### config.mk
export PLATFORM = sky130hd
export DESIGN_NAME = fetch_stage_flat
export DESIGN_NICKNAME = d
export VERILOG_FILES = /design/src/rtl/fetch_if.sv /design/src/rtl/fetch_stage.sv /design/src/flat_wrapper.sv
export SDC_FILE = /design/constraint.sdc
export NUM_CORES = 1
export LEC_CHECK = 0
export CAP_MARGIN = 20
export CORE_MARGIN = 2
export CORE_UTILIZATION = 55
export DETAILED_ROUTE_END_ITERATION = 7
export DONT_BUFFER_PORTS = 1
export PLACE_DENSITY = 0.8
export SLEW_MARGIN = 10
export SYNTH_ARGS = -nofsm -noshare
export SYNTH_HDL_FRONTEND = slang
export SYNTH_SLANG_ARGS = --single-unit
### constraint.sdc
create_clock -name clk -period 1.35 [get_ports clk]
set_input_delay 0.27 -clock clk [delete_from_list [all_inputs] [get_ports clk]]
set_output_delay 0.27 -clock clk [all_outputs]
set_load 0.01 [all_outputs]
### src/rtl/fetch_if.sv
// Instruction-memory read port and decode-facing output bundle of the fetch stage.
// master = fetch_stage, slave = BRAM + decode side.
interface fetch_if #(
    parameter int unsigned ADDR_WIDTH = 10,
    parameter int unsigned IWIDTH     = 32
);
    logic                  imem_en_o;
    logic [ADDR_WIDTH-1:0] imem_addr_o;
    logic [IWIDTH-1:0]     imem_rdata_i;
    logic                  valid_o;
    logic [IWIDTH-1:0]     instr_o;
    logic [ADDR_WIDTH-1:0] pc_o;

    modport master (
        output imem_en_o, imem_addr_o, valid_o, instr_o, pc_o,
        input  imem_rdata_i
    );

    modport slave (
        input  imem_en_o, imem_addr_o, valid_o, instr_o, pc_o,
        output imem_rdata_i
    );
endinterface

### src/rtl/fetch_stage.sv
// BRISKI instruction-fetch front end: owns the PC, issues BRAM reads and carries
// each instruction with its PC through N = popcount(FETCH_STAGES) stages.
module fetch_stage #(
    parameter int unsigned           BRISKI_MEM_DEPTH = 1024,
    parameter int unsigned           ADDR_WIDTH       = $clog2(BRISKI_MEM_DEPTH),
    parameter int unsigned           IWIDTH           = 32,
    parameter logic [ADDR_WIDTH-1:0] STARTUP_ADDR     = '0,
    parameter logic [4:0]            FETCH_STAGES     = 5'b00001
) (
    input  logic                  clk,
    input  logic                  reset_n,
    input  logic                  stall_i,
    input  logic                  redirect_valid_i,
    input  logic [ADDR_WIDTH-1:0] redirect_addr_i,
    fetch_if.master               fetch
);

    function automatic int unsigned popcount(input logic [4:0] mask);
        int unsigned cnt = 0;
        for (int unsigned i = 0; i < 5; i++) cnt += 32'(mask[i]);
        return cnt;
    endfunction

    localparam int unsigned N = popcount(FETCH_STAGES);

    logic                  pc_q;
    logic [ADDR_WIDTH-1:0] pc_addr_q;
    logic                  v0_q;
    logic [ADDR_WIDTH-1:0] pc0_q;
    logic                  issue;

    assign issue             = ~stall_i & reset_n;
    assign fetch.imem_en_o   = issue;
    assign fetch.imem_addr_o = pc_addr_q;
    assign pc_q              = 1'b0;

    // Redirect wins over both issue and stall; the old-PC read of that cycle is dropped.
    always_ff @(posedge clk or negedge reset_n) begin
        if (!reset_n) begin
            pc_addr_q <= STARTUP_ADDR;
            v0_q      <= 1'b0;
            pc0_q     <= '0;
        end else begin
            if (redirect_valid_i)
                pc_addr_q <= redirect_addr_i;
            else if (issue)
                pc_addr_q <= pc_addr_q + 1'b1;

            if (!stall_i)
                pc0_q <= pc_addr_q;

            if (redirect_valid_i)
                v0_q <= 1'b0;
            else if (!stall_i)
                v0_q <= 1'b1;
        end
    end

    generate
        if (N == 1) begin : g_bram_out
            assign fetch.valid_o = v0_q;
            assign fetch.pc_o    = pc0_q;
            assign fetch.instr_o = fetch.imem_rdata_i;
        end else begin : g_out_regs
            logic                  v_q     [1:N-1];
            logic [ADDR_WIDTH-1:0] pc_s    [1:N-1];
            logic [IWIDTH-1:0]     instr_q [1:N-1];

            always_ff @(posedge clk or negedge reset_n) begin
                if (!reset_n) begin
                    for (int unsigned i = 1; i < N; i++) begin
                        v_q[i]     <= 1'b0;
                        pc_s[i]    <= '0;
                        instr_q[i] <= '0;
                    end
                end else begin
                    if (!stall_i) begin
                        v_q[1]     <= v0_q;
                        pc_s[1]    <= pc0_q;
                        instr_q[1] <= fetch.imem_rdata_i;
                        for (int unsigned i = 2; i < N; i++) begin
                            v_q[i]     <= v_q[i-1];
                            pc_s[i]    <= pc_s[i-1];
                            instr_q[i] <= instr_q[i-1];
                        end
                    end
                    if (redirect_valid_i) begin
                        for (int unsigned i = 1; i < N; i++) v_q[i] <= 1'b0;
                    end
                end
            end

            assign fetch.valid_o = v_q[N-1];
            assign fetch.pc_o    = pc_s[N-1];
            assign fetch.instr_o = instr_q[N-1];
        end
    endgenerate

endmodule

### src/flat_wrapper.sv
// flat-port wrapper written by rule: the top's interface ports become plain ports
module fetch_stage_flat 
#(
    parameter int unsigned           BRISKI_MEM_DEPTH = 1024,
    parameter int unsigned           ADDR_WIDTH       = $clog2(BRISKI_MEM_DEPTH),
    parameter int unsigned           IWIDTH           = 32,
    parameter logic [ADDR_WIDTH-1:0] STARTUP_ADDR     = '0,
    parameter logic [4:0]            FETCH_STAGES     = 5'b00001
)
  (clk, reset_n, stall_i, redirect_valid_i, redirect_addr_i, fetch_imem_en_o, fetch_imem_addr_o, fetch_valid_o, fetch_instr_o, fetch_pc_o, fetch_imem_rdata_i);
  fetch_if #(.ADDR_WIDTH(ADDR_WIDTH), .IWIDTH(IWIDTH)) fetch_i ();
  input  logic clk;
  input  logic reset_n;
  input  logic stall_i;
  input  logic redirect_valid_i;
  input  logic [ADDR_WIDTH-1:0] redirect_addr_i;
  output wire logic [$bits(fetch_i.imem_en_o)-1:0] fetch_imem_en_o;
  output wire logic [$bits(fetch_i.imem_addr_o)-1:0] fetch_imem_addr_o;
  output wire logic [$bits(fetch_i.valid_o)-1:0] fetch_valid_o;
  output wire logic [$bits(fetch_i.instr_o)-1:0] fetch_instr_o;
  output wire logic [$bits(fetch_i.pc_o)-1:0] fetch_pc_o;
  input wire logic [$bits(fetch_i.imem_rdata_i)-1:0] fetch_imem_rdata_i;
  assign fetch_imem_en_o = fetch_i.imem_en_o;
  assign fetch_imem_addr_o = fetch_i.imem_addr_o;
  assign fetch_valid_o = fetch_i.valid_o;
  assign fetch_instr_o = fetch_i.instr_o;
  assign fetch_pc_o = fetch_i.pc_o;
  assign fetch_i.imem_rdata_i = fetch_imem_rdata_i;
  fetch_stage #(.BRISKI_MEM_DEPTH(BRISKI_MEM_DEPTH), .ADDR_WIDTH(ADDR_WIDTH), .IWIDTH(IWIDTH), .STARTUP_ADDR(STARTUP_ADDR), .FETCH_STAGES(FETCH_STAGES)) u_core (.clk(clk), .reset_n(reset_n), .stall_i(stall_i), .redirect_valid_i(redirect_valid_i), .redirect_addr_i(redirect_addr_i), .fetch(fetch_i));
endmodule
### After elaboration in Yosys (flattened, before gate mapping)

Cells that the tools add are included.

| word-level totals | value |
|---|---|
| bits in registers | 21 |
| memory bits (read-only) | 0 |
| memory bits (writable) | 0 |
| latch bits | 0 |
| input bits | 46 |
| logic and storage cells | 12 |
| output and inout port bits | 54 |
| memories kept | 0 |

| operators by class | value |
|---|---|
| multiplexer cells | 4 |
| equal/unequal tests | 1 |
| divide/modulo/power cells | 0 |
| bitwise gates (word level) | 2 |
| shift operators | 0 |
| add/subtract/negate cells | 1 |
| reduce and logical (&&, ||, !) cells | 1 |
| order comparisons | 0 |
| multiply operators | 0 |

Operators with widths:

| cell | number |
|---|---|
| 10-bit two-way mux | 2 |
| 10-bit by 1-bit adder with 10-bit output, second input constant | 1 |
| 1-bit two-way mux | 2 |
| 2-bit by 1-bit != test with 1-bit output, second input constant | 1 |
| 2-bit nonzero test | 1 |
| 1-bit bitwise AND | 1 |
| 1-bit NOT | 1 |

### Longest topological paths before layout

Gate-level depths: netlist (run 1).

| logic depth | value |
|---|---|
| depth in word-level cells | 4 |
| mapped depth | 4 |
| gate-level depth less buffers | 4 |

### Worst setup path after synthesis (run 1)

Ideal clock, no wire load.

| timing | value |
|---|---|
| path type | flip-flop to flip-flop |
| start | register u_core.pc_addr_q[0] (netlist: u_core.fetch.imem_addr_o[0]) |
| end | register u_core.pc_addr_q[8] (netlist: u_core.fetch.imem_addr_o[8]) |
| cell stages (with the launch flop) | 5 |
| setup slack | -158 ps |
| library setup time | 69 ps |
| clock period less this slack | 1508 ps |
| arrival time | 1439 ps |
| cells stage by stage | dfrtp_1 ha_1 nand3b_1 or4b_1 nand3_1 |

| on the way | value |
|---|---|
| cells in the longest elaborated chain, start to end | 3 |

RTL lines:

| item | line | source |
|---|---|---|
| from (decl) | fetch_stage.sv:27 | `logic [ADDR_WIDTH-1:0] pc_addr_q;` |
| from (signal assigned) | fetch_stage.sv:45 | `pc_addr_q <= redirect_addr_i;` |
| from (signal assigned) | fetch_stage.sv:47 | `pc_addr_q <= pc_addr_q + 1'b1;` |
| 10-bit by 1-bit adder with 10-bit output | fetch_stage.sv:47 |  |
| 10-bit two-way mux | fetch_stage.sv:46 | `else if (issue)` |
| 10-bit two-way mux | fetch_stage.sv:44 | `if (redirect_valid_i)` |

No other way between the ends. The select of a mux whose other input is x is not followed.
A chain may end at the register's enable or synchronous reset.

### Worst setup path after layout (run 1)

| timing | value |
|---|---|
| start | register u_core.pc_addr_q[1] (netlist: u_core.fetch.imem_addr_o[1]) |
| end | register u_core.pc_addr_q[4] (netlist: u_core.fetch.imem_addr_o[4]) |

The elaborated chain is that of the path after synthesis.

==> flow_metrics.tcl, run 1 <==
set metrics [dict create \
    multi_input_area_um2 470 \
    ctsHtreeMaxLevel 1 \
    avgSynthCellArea_um2 10.5 \
    synth_fa_ha_area_frac 0.0100 \
    final_cell_mix "buf_4 (18), dfrtp_1 (15), mux2_2 (10), nand2_1 (9), dfrtp_2 (6)" \
    cts_sinks 21 \
    routedWlPerCell_um 19.0 \
    synth_cell_types 32 \
    clock_skew_ns 0.0136 \
    synth_top_family_by_area "buffers and inverters" \
    io_pins 100 \
    die_y_um 51.6 \
    netSwitchingFraction 0.301 \
    switchingPower_uw 421 \
    final_common_cell "buf_4" \
    grt_pass1_vias 862 \
    root_buffer "clkbuf_4" \
    cp_max_fo 6 \
    cts_tree "built" \
    cts_buffer_depth 2 \
    drtPass1Iterations 4 \
    endpoint "u_core.fetch.imem_addr_o[4]" \
    timing.fmax_mhz 698 \
    drt-initial-drc-count 15 \
    crit_slowest_cell "or4_1" \
    run_status "complete, but fails checks" \
    gr-total-overflow 0 \
    post-route-min-period_ns 1.43 \
    end_kind "register" \
    reg2regPathDepth 4 \
    syn2layout_area_growth_pct 0.301 \
    synth_seq_area_share 0.422 \
    power_per_cell_area_nw_per_um2 1120 \
    cts_made_buffers 3 \
    nets 158 \
    dp_hpwl_um 1800 \
    r2r_start "u_core.fetch.imem_addr_o[1]" \
    final.setup.worst_slack_ns -0.0825 \
    path_cells "ha_4, nand3b_1, or4_1, nand3_1" \
    slowest_delay_ns 0.58 \
    vias 846 \
    power_frac_seq 0.574 \
    power_uw 1400 \
    wl_um 2630 \
    violations "setup timing" \
    power_leakage_uw 0.000533 \
    regArea_um2 533 \
    hold_viol_final 0 \
    finalInstanceArea_um2 1250 \
    chipWidth_um 51.6 \
    post-route-period-util 1.06 \
    drc 0 \
    maxCapViolCount 0 \
    worst_pin_slew_ns 0.955 \
    clock_latency_ns 0.31 \
    drive_gt1_frac 0.382 \
    synth-warning-count 0 \
    syn-num-nets 166 \
    required_ns 1.60 \
    synth_mux_area_frac 0.0984 \
    relSlewSlack 0.363 \
    critPathLaunch "u_core.fetch.imem_addr_o[1]" \
    grt_max_degree 22 \
    grt_first_pass_wirelength_um 3860 \
    nFillCells 168 \
    syn_area_um2 1250 \
    combPwrFrac 0.210 \
    ys_seq_elements 21 \
    arrival_ns 1.68 \
    intPower_uw 978 \
    worstSetupStartpointType "register" \
    clkPwrFrac 0.215 \
    n_antenna_cell 0 \
    core_area_um2 2170 \
    synthSimpleGateAreaFrac 0.160 \
    maxSlewViolCount 0 \
    viasPerCell 6.13 \
    worstSetupPathType "reg2reg" \
    rsz0062_at_grt "true" \
    rows 17 \
    antenna_found_initial 0 \
    finalSetupViolCount 4 \
    clkTransAtPathRegs_ns 0.12 \
    synth_compound_area_frac 0.0853 \
    timing.rr.end "u_core.fetch.imem_addr_o[4]" \
    synth_xor_area_frac 0.0141 \
    placed_cell_area_um2 1150 \
    ir_drop_v 0.000502 \
    r2r_slack_ns -0.08 \
    synthCells 119 \
    initial_utilization 0.574 \
    antenna_left 0 \
    gp_congestion 0.763 \
    port_buffers 0 \
    grt_usage 0.197 \
    dieArea_um2 2660 \
    min_path_type "in2reg" \
]
## logic make-up (layout without fill, tap and decap cells)
kind of cell               after synthesis  after routing
AOI/OAI and AO/OA                       16             16
xor gates and xnor gates                 2              2
adders and majority gates                1              1
buffers and inverters                   38             29
DFF                                     21             21
muxes                                   11             11
and+or+nand+nor                         30             30
## synth_stat cells
cell | n | share of area
buf_4 | 32 | 0.19
dfrtp_1 | 21 | 0.42
mux2_2 | 10 | 0.090
nand2_1 | 9 | 0.027
o21ai_0 | 5 | 0.020
nand3_1 | 4 | 0.016
or4_1 | 4 | 0.024
inv_1 | 3 | 0.0090
nor2_1 | 3 | 0.0090
a31oi_1 | 2 | 0.010
clkbuf_1 | 2 | 0.0060
nor2b_1 | 2 | 0.010
o211ai_1 | 2 | 0.012
xnor2_1 | 2 | 0.014
a21oi_1 | 1 | 0.0040
a22oi_1 | 1 | 0.0060
a31o_1 | 1 | 0.0070
clkinv_1 | 1 | 0.0030
ha_1 | 1 | 0.010
mux2i_1 | 1 | 0.0080
nand2b_1 | 1 | 0.0050
nand3b_1 | 1 | 0.0060
nand4_4 | 1 | 0.017
nand4b_4 | 1 | 0.019
nand4bb_1 | 1 | 0.0090
nor3_1 | 1 | 0.0040
o21a_1 | 1 | 0.0060
o31a_1 | 1 | 0.0070
o31ai_1 | 1 | 0.0060
o41ai_1 | 1 | 0.0070
or3_1 | 1 | 0.0050
or4b_1 | 1 | 0.0080
## metrics by stage
step	util	hold WS [ns]	worst slack (ns)	TNS, ns	cells
global placement	0.528	-0.0251	0.00290	0	127
floorplan	-	-0.0256	-0.0330	-0.0604	119
detailed placement	0.528	-0.0251	-0.0301	-0.0554	127
CTS	0.557	0.0217	-0.0369	-0.0993	135
global route	0.576	0.0247	-0.167	-0.604	138
finish	0.576	0.0308	-0.0825	-0.154	138
## worst min-delay path by stage
stage | start | to | slack [ns] | cells past startpoint
2_1_floorplan | reset_n | u_core.fetch.imem_addr_o[0] | -0.03 | 0
3_3_place_gp | reset_n | u_core.fetch.pc_o[0] | -0.03 | 0
3_5_place_dp | reset_n | u_core.fetch.pc_o[0] | -0.03 | 0
4_1_cts | stall_i | u_core.fetch.valid_o | 0.02 | 1
5_1_grt | stall_i | u_core.fetch.valid_o | 0.02 | 1
6_report | stall_i | u_core.fetch.valid_o | 0.03 | 1
## timing repair
item,4_1_cts,5_1_grt
hold endpoints to repair,22,0
endpoints found under the setup margin,4,13
pin swaps,3,6
hold buffers,2,0
buffers inserted,2,3
gates resized for setup,0,4
## power by group through the flow
| stage | Clock [µW] | Sequential [µW] | Combinational (µW) |
|---|---|---|---|
| after detailed placement | 0 | 811 | 262 |
| final | 301 | 803 | 294 |
| after global routing | 339 | 815 | 323 |
| after CTS | 312 | 798 | 285 |
| after global placement | 0 | 806 | 251 |
| after floorplan | 0 | 834 | 233 |
## state kept, by name, indices dropped and copies added (netlist names)
name and flops:
u_core.fetch.valid_o 1, u_core.fetch.imem_addr_o 10, u_core.fetch.pc_o 10
## area by class of cell
cell class	instances	area share
clock buffer	3	0.0180
tap	28	0.0280
multi-input combinational	60	0.376
timing repair buffer	21	0.135
clock inverter	1	0.00400
inverter	4	0.0120
sequential	21	0.426
## critical path, delay by kind of cell, from the launching register on
kind          cells  cell delay (ns)
fa+ha+maj         1             0.13
flops             1             0.42
simple gates      3             0.85
## routing by layer
metal	share of wire	track usage	vias up
met3	0.095	0.0776	12
met1	0.39	0.208	421
li1	-	-	364
met2	0.49	0.323	49
met5	0	0	-
met4	0.024	0.132	0
Power figures use the tool's default switching activity.
==> run 2: changes to the inputs <==
--- a/config.mk
+++ b/config.mk
@@ -6,6 +6,7 @@
 export NUM_CORES = 1
 export LEC_CHECK = 0
 export CAP_MARGIN = 20
+export CORE_ASPECT_RATIO = 0.7
 export CORE_MARGIN = 2
 export CORE_UTILIZATION = 55
 export DETAILED_ROUTE_END_ITERATION = 7
==> constraint.sdc (replaced) <==
create_clock -name clk -period 1.3 [get_ports clk]
set_input_delay 0.26 -clock clk [delete_from_list [all_inputs] [get_ports clk]]
set_output_delay 0.26 -clock clk [all_outputs]
set_load 0.01 [all_outputs]
==> run 2 against run 1 <==
The run still ends with setup timing left. Final cell count increased by 7.2%. Hold slack got worse by 0.017 ns. Utilization increased by 5.2 points. Die area increased by 0.23%. Fmax increased by 0.20%. Clock skew decreased by 0.0068 ns. Via count increased by 2.2%. Sequential cell count unchanged. Register-to-register slack got worse by 0.05 ns. Design area increased by 8.2%. Largest cell class unchanged. Largest power group unchanged. Highest routed layer unchanged.
==> flow_metrics.tcl, run 2 (synthesized netlist as in run 1, its figures left out) <==
set metrics [dict create \
    post-route-util 0.628 \
    rsz0062_at_grt "true" \
    ctsHtreeMaxLevel 1 \
    cts_made_buffers 3 \
    vias 865 \
    nets 164 \
    grt_usage 0.207 \
    worst_pin_slew_ns 0.546 \
    routedWlPerCell_um 18.4 \
    maxCapViolCount 0 \
    power_per_cell_area_nw_per_um2 1110 \
    drc 0 \
    reg2regPathDepth 5 \
    maxSlewViolCount 0 \
    required_ns 1.49 \
    initial_utilization 0.578 \
    min_delay_path_depth 1 \
    drtPass1Iterations 4 \
    chipWidth_um 60.9 \
    finalSetupViolCount 9 \
    cts_tree "built" \
    run_status "complete, but fails checks" \
    die_y_um 43.8 \
    cts_buffer_depth 2 \
    min_path_type "in2reg" \
    dieArea_um2 2670 \
    end_kind "register" \
    wl_um 2730 \
    crit_slowest_cell "dfrtp_2" \
    post-route-period-util 1.10 \
    dp_hpwl_um 1940 \
    arrival_ns 1.62 \
    drt-initial-drc-count 7 \
    grt_max_degree 22 \
    antenna_found_initial 0 \
    core_area_um2 2150 \
    hold_viol_final 0 \
    setup_tns_ns -0.623 \
    syn2layout_area_growth_pct 8.53 \
    r2r_slack_ns -0.13 \
    io_pins 100 \
    r2r_start "u_core.fetch.imem_addr_o[1]" \
    rows 14 \
    cp_max_fo 5 \
    path_cells "buf_4, nand4b_4, buf_4, o31ai_2, a31oi_4" \
    violations "setup timing" \
    antenna_left 0 \
    n_antenna_cell 0 \
    cts_sinks 21 \
    post-route-min-period_ns 1.43 \
    min_to "u_core.fetch.valid_o" \
    stdcell_count 148 \
    relSlewSlack 0.634 \
    clock_skew_ns 0.00680 \
    root_buffer "clkbuf_4" \
    final_cell_mix "buf_4 (21), dfrtp_1 (14), mux2_2 (10), nand2_1 (9), dfrtp_2 (7)" \
    gr-total-overflow 0 \
    slowest_delay_ns 0.41 \
    timing.rr.end "u_core.fetch.imem_addr_o[7]" \
    clock_latency_ns 0.31 \
    final_common_cell "buf_4" \
    grt_pass1_vias 837 \
    drive_gt1_frac 0.474 \
    power_uw 1500 \
    port_buffers 0 \
    fin_hold_ws_ns 0.0134 \
    ir_drop_v 0.000609 \
    clkTransAtPathRegs_ns 0.12 \
    cp_common_cell "buf_4" \
    worstSetupPathType "reg2reg" \
    grt_first_pass_wirelength_um 3970 \
    worst_hold_startpoint "stall_i" \
    worstSetupStartpointType "register" \
    power_leakage_uw 0.000569 \
    final.setup.worst_slack_ns -0.130 \
    timing.fmax_mhz 700 \
    viasPerCell 5.84 \
    dpl.cell_count 135 \
    gp_congestion 0.758 \
]
run 2: timing repair:
item                       CTS  global route
hold buffers                 2             0
pin swaps                    9             8
gates resized for setup      8             7
hold endpoints to repair    22             0
setup endpoints to repair    8            10
setup buffers                2             4
cloned                       0             0
run 2: final cells by class:
cell class | instances | area [µm²]
clock buffers | 4 | 26.3
fillers | 186 | 802
inverters | 4 | 15.0
multi-input cells | 60 | 514
flip-flops and latches | 21 | 534
well taps | 32 | 40.0
repair buffers | 27 | 223
run 2: metal layers:
metal / vias to the layer above / track usage / wire length (µm)
li1: 380 / - / -
met1: 430 / 0.250 / 1080
met2: 48 / 0.312 / 1290
met3: 7 / 0.128 / 312
met4: 0 / 0.0565 / 44
met5: - / 0 / 0
run 2: worst max-delay path by stage:
stage	end	start	slack, ns	cells after the start
2_1_floorplan	u_core.fetch.imem_addr_o[4]	u_core.fetch.imem_addr_o[0]	-0.08	4
3_3_place_gp	u_core.fetch.imem_addr_o[4]	u_core.fetch.imem_addr_o[0]	-0.04	4
3_5_place_dp	u_core.fetch.imem_addr_o[8]	u_core.fetch.imem_addr_o[0]	-0.16	4
4_1_cts	u_core.fetch.imem_addr_o[8]	u_core.fetch.imem_addr_o[0]	-0.13	4
5_1_grt	u_core.fetch.imem_addr_o[7]	u_core.fetch.imem_addr_o[1]	-0.18	5
6_report	u_core.fetch.imem_addr_o[7]	u_core.fetch.imem_addr_o[1]	-0.13	5
run 2: critical path: cells and delay by family (launching register included):
family                 cells  cell delay (ns)
and+or+nand+nor            1             0.12
AOI/OAI and AO/OA          2             0.47
buffers and inverters      2             0.31
DFF                        1             0.41
run 2: power breakdown:
group          internal, µW  switching [µW]  total [µW]
sequential              740            92.7         833
combinational           186             162         349
clock                   120             200         321
run 2: metrics by stage:
stage | worst slack [ns] | instance area [µm²]
6_report | -0.130 | 1350
5_1_grt | -0.181 | 1350
4_1_cts | -0.134 | 1280
3_5_place_dp | -0.157 | 1180
3_3_place_gp | -0.0395 | 1180
2_1_floorplan | -0.0830 | 1250
